==> config.mk <==
export PLATFORM = sky130hd
export DESIGN_NAME = branch_resolve_queue
export DESIGN_NICKNAME = d
export VERILOG_FILES = /design/src/rtl/branch_resolve_queue.sv
export SDC_FILE = /design/constraint.sdc
export NUM_CORES = 1
export LEC_CHECK = 0
export ABC_CLOCK_PERIOD_IN_PS = 14850
export CAP_MARGIN = 20
export CORE_MARGIN = 2
export CORE_UTILIZATION = 35
export DETAILED_ROUTE_END_ITERATION = 16
export GPL_ROUTABILITY_DRIVEN = 0
export RECOVER_POWER = 50
export SLEW_MARGIN = 20
export SYNTH_ARGS = -nofsm -noshare
export SYNTH_HDL_FRONTEND = slang
export SYNTH_SLANG_ARGS = --single-unit
==> constraint.sdc <==
create_clock -name clk -period 14.85 [get_ports clk]
set_input_delay 1.485 -clock clk [delete_from_list [all_inputs] [get_ports clk]]
set_output_delay 1.485 -clock clk [all_outputs]
set_load 0.02 [all_outputs]
==> src/rtl/branch_resolve_queue.sv <==
// Multi-lane branch resolution: oldest-mispredict redirect, predictor training
// FIFO with valid/ready drain, and saturating branch/mispredict counters.

module brq_lane #(
  parameter int PC_WIDTH = 32
) (
  input  logic                valid_i,
  input  logic                taken_i,
  input  logic                pred_valid_i,
  input  logic [PC_WIDTH-1:0] pc_i,
  input  logic [PC_WIDTH-1:0] target_i,
  input  logic [PC_WIDTH-1:0] pred_next_i,
  output logic [PC_WIDTH-1:0] actual_next_o,
  output logic                mispred_o
);
  assign actual_next_o = taken_i ? target_i : pc_i + PC_WIDTH'(4);
  // Non-branches are checked too: a BTB alias on a plain instruction must redirect.
  assign mispred_o = valid_i & (pred_valid_i ? (pred_next_i != actual_next_o) : taken_i);
endmodule

module branch_resolve_queue #(
  parameter int NUM_LANES = 2,
  parameter int DEPTH     = 8,
  parameter int PC_WIDTH  = 32,
  parameter int CNT_WIDTH = 32
) (
  input  logic                          clk,
  input  logic                          rst,
  input  logic [NUM_LANES-1:0]          resValid,
  input  logic [NUM_LANES-1:0]          resIsBranch,
  input  logic [NUM_LANES*PC_WIDTH-1:0] resPc,
  input  logic [NUM_LANES-1:0]          resTaken,
  input  logic [NUM_LANES*PC_WIDTH-1:0] resTarget,
  input  logic [NUM_LANES-1:0]          resPredValid,
  input  logic [NUM_LANES*PC_WIDTH-1:0] resPredNextPc,
  output logic                          stall,
  output logic                          redirectValid,
  output logic [PC_WIDTH-1:0]           redirectPc,
  output logic                          updValid,
  input  logic                          updReady,
  output logic [PC_WIDTH-1:0]           updPc,
  output logic [PC_WIDTH-1:0]           updTarget,
  output logic                          updTaken,
  output logic [CNT_WIDTH-1:0]          branchCount,
  output logic [CNT_WIDTH-1:0]          mispredCount
);
  localparam int IDX_W = $clog2(DEPTH);
  localparam int PTR_W = IDX_W + 1;
  localparam int ENQ_W = $clog2(NUM_LANES + 1);
  localparam int SUM_W = CNT_WIDTH + ENQ_W;

  logic [PTR_W-1:0]     wr_q, wr_d, rd_q, rd_d, count;
  logic                 redirectValid_q, redirectValid_d;
  logic [PC_WIDTH-1:0]  redirectPc_q, redirectPc_d;
  logic [CNT_WIDTH-1:0] branchCount_q, branchCount_d, mispredCount_q, mispredCount_d;
  logic [PC_WIDTH-1:0]  mem_pc_q  [DEPTH];
  logic [PC_WIDTH-1:0]  mem_tgt_q [DEPTH];
  logic                 mem_tk_q  [DEPTH];

  logic [NUM_LANES-1:0]               mispred, enq;
  logic [NUM_LANES-1:0][PC_WIDTH-1:0] actual_next;
  logic [PTR_W-1:0]                   slot [NUM_LANES];
  logic [ENQ_W-1:0]                   n_enq;
  logic [SUM_W-1:0]                   bc_sum;
  logic                               consume, any_mis, older_mis, pop;
  logic [PC_WIDTH-1:0]                mis_pc;

  genvar g;
  generate
    for (g = 0; g < NUM_LANES; g++) begin : g_lane
      brq_lane #(.PC_WIDTH(PC_WIDTH)) u_lane (
        .valid_i      (resValid[g]),
        .taken_i      (resTaken[g]),
        .pred_valid_i (resPredValid[g]),
        .pc_i         (resPc[g*PC_WIDTH +: PC_WIDTH]),
        .target_i     (resTarget[g*PC_WIDTH +: PC_WIDTH]),
        .pred_next_i  (resPredNextPc[g*PC_WIDTH +: PC_WIDTH]),
        .actual_next_o(actual_next[g]),
        .mispred_o    (mispred[g])
      );
    end
  endgenerate

  // Stall looks only at registered occupancy, so a same-cycle pop never helps.
  assign count   = wr_q - rd_q;
  assign stall   = count > PTR_W'(DEPTH - NUM_LANES);
  assign consume = ~stall & ~redirectValid_q;
  assign any_mis = consume & (|mispred);
  assign updValid = count != '0;
  assign pop     = updValid & updReady;

  always_comb begin
    older_mis = 1'b0;
    n_enq     = '0;
    enq       = '0;
    for (int i = 0; i < NUM_LANES; i++) begin
      slot[i] = wr_q + PTR_W'(n_enq);
      enq[i]  = consume & ~older_mis & resValid[i] & resIsBranch[i];
      n_enq   = n_enq + ENQ_W'(enq[i]);
      older_mis = older_mis | mispred[i];
    end
  end

  always_comb begin
    mis_pc = '0;
    for (int i = NUM_LANES - 1; i >= 0; i--)
      if (mispred[i]) mis_pc = actual_next[i];
  end

  always_comb begin
    wr_d            = wr_q + PTR_W'(n_enq);
    rd_d            = rd_q + PTR_W'(pop);
    redirectValid_d = any_mis;
    redirectPc_d    = any_mis ? mis_pc : redirectPc_q;
    bc_sum          = SUM_W'(branchCount_q) + SUM_W'(n_enq);
    branchCount_d   = (bc_sum[SUM_W-1:CNT_WIDTH] != '0) ? '1 : bc_sum[CNT_WIDTH-1:0];
    mispredCount_d  = (any_mis && mispredCount_q != '1) ? mispredCount_q + 1'b1 : mispredCount_q;
  end

  always_ff @(posedge clk) begin
    if (rst) begin
      wr_q            <= '0;
      rd_q            <= '0;
      redirectValid_q <= 1'b0;
      redirectPc_q    <= '0;
      branchCount_q   <= '0;
      mispredCount_q  <= '0;
    end else begin
      wr_q            <= wr_d;
      rd_q            <= rd_d;
      redirectValid_q <= redirectValid_d;
      redirectPc_q    <= redirectPc_d;
      branchCount_q   <= branchCount_d;
      mispredCount_q  <= mispredCount_d;
    end
  end

  // Storage needs no reset: occupancy is tracked by the pointers alone.
  always_ff @(posedge clk) begin
    for (int i = 0; i < NUM_LANES; i++) begin
      if (enq[i]) begin
        mem_pc_q[slot[i][IDX_W-1:0]]  <= resPc[i*PC_WIDTH +: PC_WIDTH];
        mem_tgt_q[slot[i][IDX_W-1:0]] <= resTarget[i*PC_WIDTH +: PC_WIDTH];
        mem_tk_q[slot[i][IDX_W-1:0]]  <= resTaken[i];
      end
    end
  end

  assign redirectValid = redirectValid_q;
  assign redirectPc    = redirectPc_q;
  assign branchCount   = branchCount_q;
  assign mispredCount  = mispredCount_q;
  assign updPc         = updValid ? mem_pc_q[rd_q[IDX_W-1:0]]  : '0;
  assign updTarget     = updValid ? mem_tgt_q[rd_q[IDX_W-1:0]] : '0;
  assign updTaken      = updValid & mem_tk_q[rd_q[IDX_W-1:0]];
endmodule

# --- Yosys cells after proc, flatten, opt, wreduce, memory -nomap -nowiden ---
# Memory sizes are Yosys's and may differ from the RTL's. A register that Yosys moved wholly into a read port is not among the register bits.
# Index checks and enable logic that the tools add are counted.
word_totals:
  reg_bits: 105
  latch_bits: 0
  ram_bits: 520
  mem_bits_ro: 0
  input_bits: 203
  output_inout_bits: 164
  mem_count: 3
memory_table:
  columns: ["memory", "words", "width", "rd", "rd_clocked_by_memory_dff", "write_ports", "line", "source"]
  rows:
  - ["mem_pc_q", 8, 32, 1, 1, 2, "56", "logic [PC_WIDTH-1:0] mem_pc_q [DEPTH];"]
  - ["mem_tgt_q", 8, 32, 1, 1, 2, "57", "logic [PC_WIDTH-1:0] mem_tgt_q [DEPTH];"]
  - ["mem_tk_q", 8, 1, 1, 1, 2, "58", "logic mem_tk_q [DEPTH];"]
classes:
  n_addsub: 9
  mul: 0
  n_div: 0
  order_cmp: 1
  eq_ne: 3
  shifts: 0
  n_mux: 16
  n_bitwise: 14
  reduce_logical: 4
ops:
  columns: ["op", "n"]
  rows:
  - ["32-bit 2-to-1 mux", 7]
  - ["32-bit by 3-bit adder with 32-bit output (second input constant)", 2]
  - ["32-bit inequality test", 2]
  - ["32-bit by 2-bit adder with 33-bit output", 1]
  - ["32-bit by 1-bit adder with 32-bit output (second input constant)", 1]
  - ["32-bit inequality test (second input constant)", 1]
  - ["1-bit AND", 11]
  - ["3-bit 2-to-1 mux", 3]
  - ["1-bit 2-to-1 mux", 6]
  - ["4-bit by 1-bit adder with 4-bit output", 1]
  - ["4-bit by 2-bit adder with 4-bit output", 1]
  - ["4-bit by 3-bit > comparator with 1-bit output (second input constant)", 1]
  - ["4-bit nonzero test", 1]
  - ["4-bit subtractor", 1]
  - ["3-bit by 1-bit adder with 3-bit output", 1]
  - ["1-bit inverter", 3]
  - ["1-bit by 1-bit adder with 2-bit output", 1]
  - ["2-bit nonzero test", 1]
  - ["2-bit OR reduction", 1]
  - ["1-bit logical AND", 1]

# --- Logic depth before layout (Yosys ltp) ---
depth:
  ltp_word: 13
  mapped_depth: 29
  mapped_depth_nobuf: 24

# --- Hierarchy ---
# A second synthesis with hierarchy kept.
unflattened:
  hier_cells: 2801
  area_unflattened_um2: 35710.5
by_module_without_submodules:
  columns: ["module", "n_inst", "cells_per_inst", "area_per_inst_um2"]
  rows:
  - ["branch_resolve_queue", 1, 2111, 31141.1]
  - ["brq_lane", 2, 345, 2284.7]

# --- Least setup slack after synthesis ---
# OpenSTA, ideal clock, no wires.
synth_timing:
  path_type: "register -> register"
  startpoint: "reg rd_q[1]"
  endpoint: "mem mem_pc_q[2][0] (enable)"
  arrival_ps: 7952
  required_time_ps: 14266
  slack_ps: 6314
  stages_incl_launch_ff: 14
  n_path_buf: 3
  period_less_slack_ps: 8536
  path_cell_list: "dfxtp_1 clkbuf_1 clkbuf_1 clkbuf_1 inv_1 ha_1 a21o_1 a21oi_1 xnor2_1 o21ai_0 nor2_1 and3_1 nand2_1 o31ai_1"
synth_lines:
  columns: ["item", "line", "source"]
  rows:
  - ["start, declared", "52", "logic [PTR_W-1:0] wr_q, wr_d, rd_q, rd_d, count;"]
  - ["start signal, assigned", "130", "rd_q <= rd_d;"]
  - ["end, declared", "56", null]

==> metrics <==
status=finished, violations left; violated checks=capacitance limit, slew limit; PortBufs=366; global-route wire length before repair=200200 µm; delay-heaviest family, CP=simple AND/OR/NAND/NOR gates; Sw Ratio=37.26%; VDD IR-drop max=0.1612 mV; layout cells sized above 1=21.95%; initial antenna violation count=30; P_sw=2.444 mW; top cell type's share of synthesized area=42.57%; Crit path arrival time=12.24 ns; die area=0.1074 mm²; post-synth top area cell=edfxtp_1; setup TNS=0 ns; Hold Crit Class=flip-flop to flip-flop; wire length per cell=31.56 µm; DRC viols=0; # resized after CTS=0; core area=0.1038 mm²; count of flip-flops with a built-in enable after synthesis=520; fmax=0.08429 GHz; Slew @ Worst Pin=4.644 ns; crit path capture type=flip-flop; crit-path max cell delay=2.27 ns; CTS clk-pin slew, worst paths=0.06 ns; GRT Residual Overflow=0; Clock power frac=29.0%; row cnt=118; Die Span Y=327.7 µm; synthesis-to-finish area growth=17.89%; final worst setup slack=2.986 ns; RSZ-0062 raised after global routing=no; crit-path cells=dlygate4sd3_1 > nand3_1 > nor4_1 > nand4_1 > a2111o_1 > nor4_1 > nor4bb_1 > nand4_1 > and2_0 > nor2_1 > and3_1 > clkbuf_1 > mux2_2; vias in the first global route=26077; number of distinct library cells after synthesis=88; Mean Syn Cell Area=12.67 µm²; reg2reg setup slack=5.12 ns; mapped cell area=0.03668 mm²; postcts setup bufs=0; crit path buf inv count=2; Final nets=3329; Synth async-reset ratio=0%; CTS Hold Buffers Added=0; Slew Viols, Final=566; DR pass1 iterations=6; detailed placer's ending HPWL=96430 µm; CTS Buf Count=74; combinational share of power=37.8%; CTS tree=yes; Power Total=6.558 mW; via density per instance=5.986; Post-Syn Nets=3115; Pint=4.115 mW; Initial Util=35.34%; # setup viols final=0; root buffer cell=clkbuf_16; Cell Pwr Density=151.7 mW/mm²; Final Skew=0.02818 ns; static leakage=14.58 nW; sequential share of power=33.2%; final hold violations=0; kind of critical path=primary input to flip-flop; Yosys reg bits=625; CP max stage cell=clkbuf_1; pre-CTS WS=4.890 ns; maxcap violations=19; CTS max path bufs=3; H-tree Lvls=3; main area contributors after synthesis=edfxtp_1 43%, mux2_2 10%, mux4_2 8.0%; Most used DFF post-synth=edfxtp_1; initial DRC count=3461; Boundary Pins=367; Post-DRT Antenna Nets=0; CP Launch Type=primary input; CP Data Required Time=15.23 ns; fin crit period=11.86 ns; Syn Inst Count=2894; worst-skew pair later-pin latency=0.66 ns; GR Util All Layers=26.07%; Post-Route WL=143900 µm; clk sinks=625; Final Cycle Share=79.89%; Vias=27297; Seq/Total Area, Yosys=48.30%; die width=327.7 µm; yosys warns=0; Worst slew margin=-209.6%; CP max FO=34; pin count of the biggest net entering global routing=97
-- metal layers --
metal / wire (µm) / up-vias / global-route usage, %
met5: 140 / - / 0
met4: 4522 / 28 / 7.978
met3: 18230 / 277 / 8.581
met2: 62700 / 1558 / 38.97
met1: 58320 / 13936 / 35.75
li1: - / 11498 / -
-- sequential cells by signal, indices dropped and copies added (netlist names) --
register	cells
mem_tgt_q	256
mem_pc_q	256
mem_tk_q	8
redirectPc	32
mispredCount	32
rd_q	4
redirectValid	1
branchCount	32
wr_q	4
-- power by group through the flow --
stage	sequential (mW)	combinational, mW	clock, mW
after global routing	2.19	2.60	1.99
final	2.18	2.48	1.90
after global placement	2.21	2.58	0
after detailed placement	2.21	2.57	0
after CTS	2.18	2.59	1.93
after floorplan	2.22	1.32	0
-- Yosys cell counts, drive strengths merged (6+ instances only) --
cell type,instances
and3,38
o2111ai,10
o211a,6
o211ai,8
a311oi,8
nand2b,15
a22oi,16
or4,14
xnor2,93
mux2,527
or3,12
a21oi,158
nor4,25
a31oi,16
nand3,72
ha,15
nor3,35
xor2,73
nor3b,11
buf,124
and2,16
inv,30
nand4,52
a211oi,16
edfxtp,520
nor2,125
nand2,214
nor2b,28
mux4,130
o22ai,6
clkbuf,172
o22a,8
mux2i,18
o21a,9
o31ai,22
o21ai,49
and4,20
dfxtp,105
-- worst paths after layout --
check / start / endpoint / depth (start not counted)
worst max-delay path: resPc[2] / mem_pc_q[7][27] / 13
worst min-delay path: mispredCount[10] / mispredCount[10] / 2
worst max register to register: rd_q[0] / mem_pc_q[1][11] / 15
worst min register to register: mispredCount[10] / mispredCount[10] / 2
-- area by class of cell --
cell class,instances,area (µm²)
antenna,13,32.53
tap,1380,1727
fill,9688,60550
clock inverter,45,553.0
inverter,30,112.6
sequential,625,17720
timing repair buffer,434,4133
clock buffer,90,1933
multi-input combinational,1943,17030
-- metrics by stage --
| stage | util [%] | instance area [µm²] | hold WS (ns) | instances |
|---|---|---|---|---|
| 2_1_floorplan | - | 36680 | 0.4984 | 2894 |
| 3_3_place_gp | 39.76 | 41270 | 0.4672 | 4411 |
| 3_5_place_dp | 39.76 | 41270 | 0.4802 | 4411 |
| 4_1_cts | 42.16 | 43750 | 0.4898 | 4546 |
| 5_1_grt | 41.64 | 43220 | 0.5115 | 4549 |
| 6_report | 41.67 | 43250 | 0.4908 | 4560 |
-- placed cells by master, fill, tap and decap left out, types with 38 or more instances in the layout --
master / count
nand3_1: 70
dfxtp_1: 103
and3_1: 38
mux2_1: 159
clkdlybuf4s50_1: 199
a21oi_1: 158
xor2_1: 73
nand4_1: 49
dlygate4sd3_1: 164
xnor2_1: 93
edfxtp_1: 520
nor2_1: 124
buf_4: 57
nand2_1: 214
mux2_2: 328
clkbuf_16: 75
mux2_4: 40
o21ai_0: 48
mux4_2: 130
-- cell families after synthesis --
group	count (synthesis)	share of synthesized area [%]
buffers and inverters	326	4.349
XOR/XNOR	166	3.964
AND/OR/NAND/NOR	692	9.687
flip-flops	625	48.30
AO/OA/AOI/OAI	392	6.982
multiplexers	675	26.04
adder cells (fa/ha/maj)	18	0.6754
-- tightest hold or removal path, delay by kind of cell (launching register included) --
kind	cells	cell delay [ns]
flops	1	0.33
compound gates	2	0.11
No activity file was read; power rests on OpenSTA's default activity.
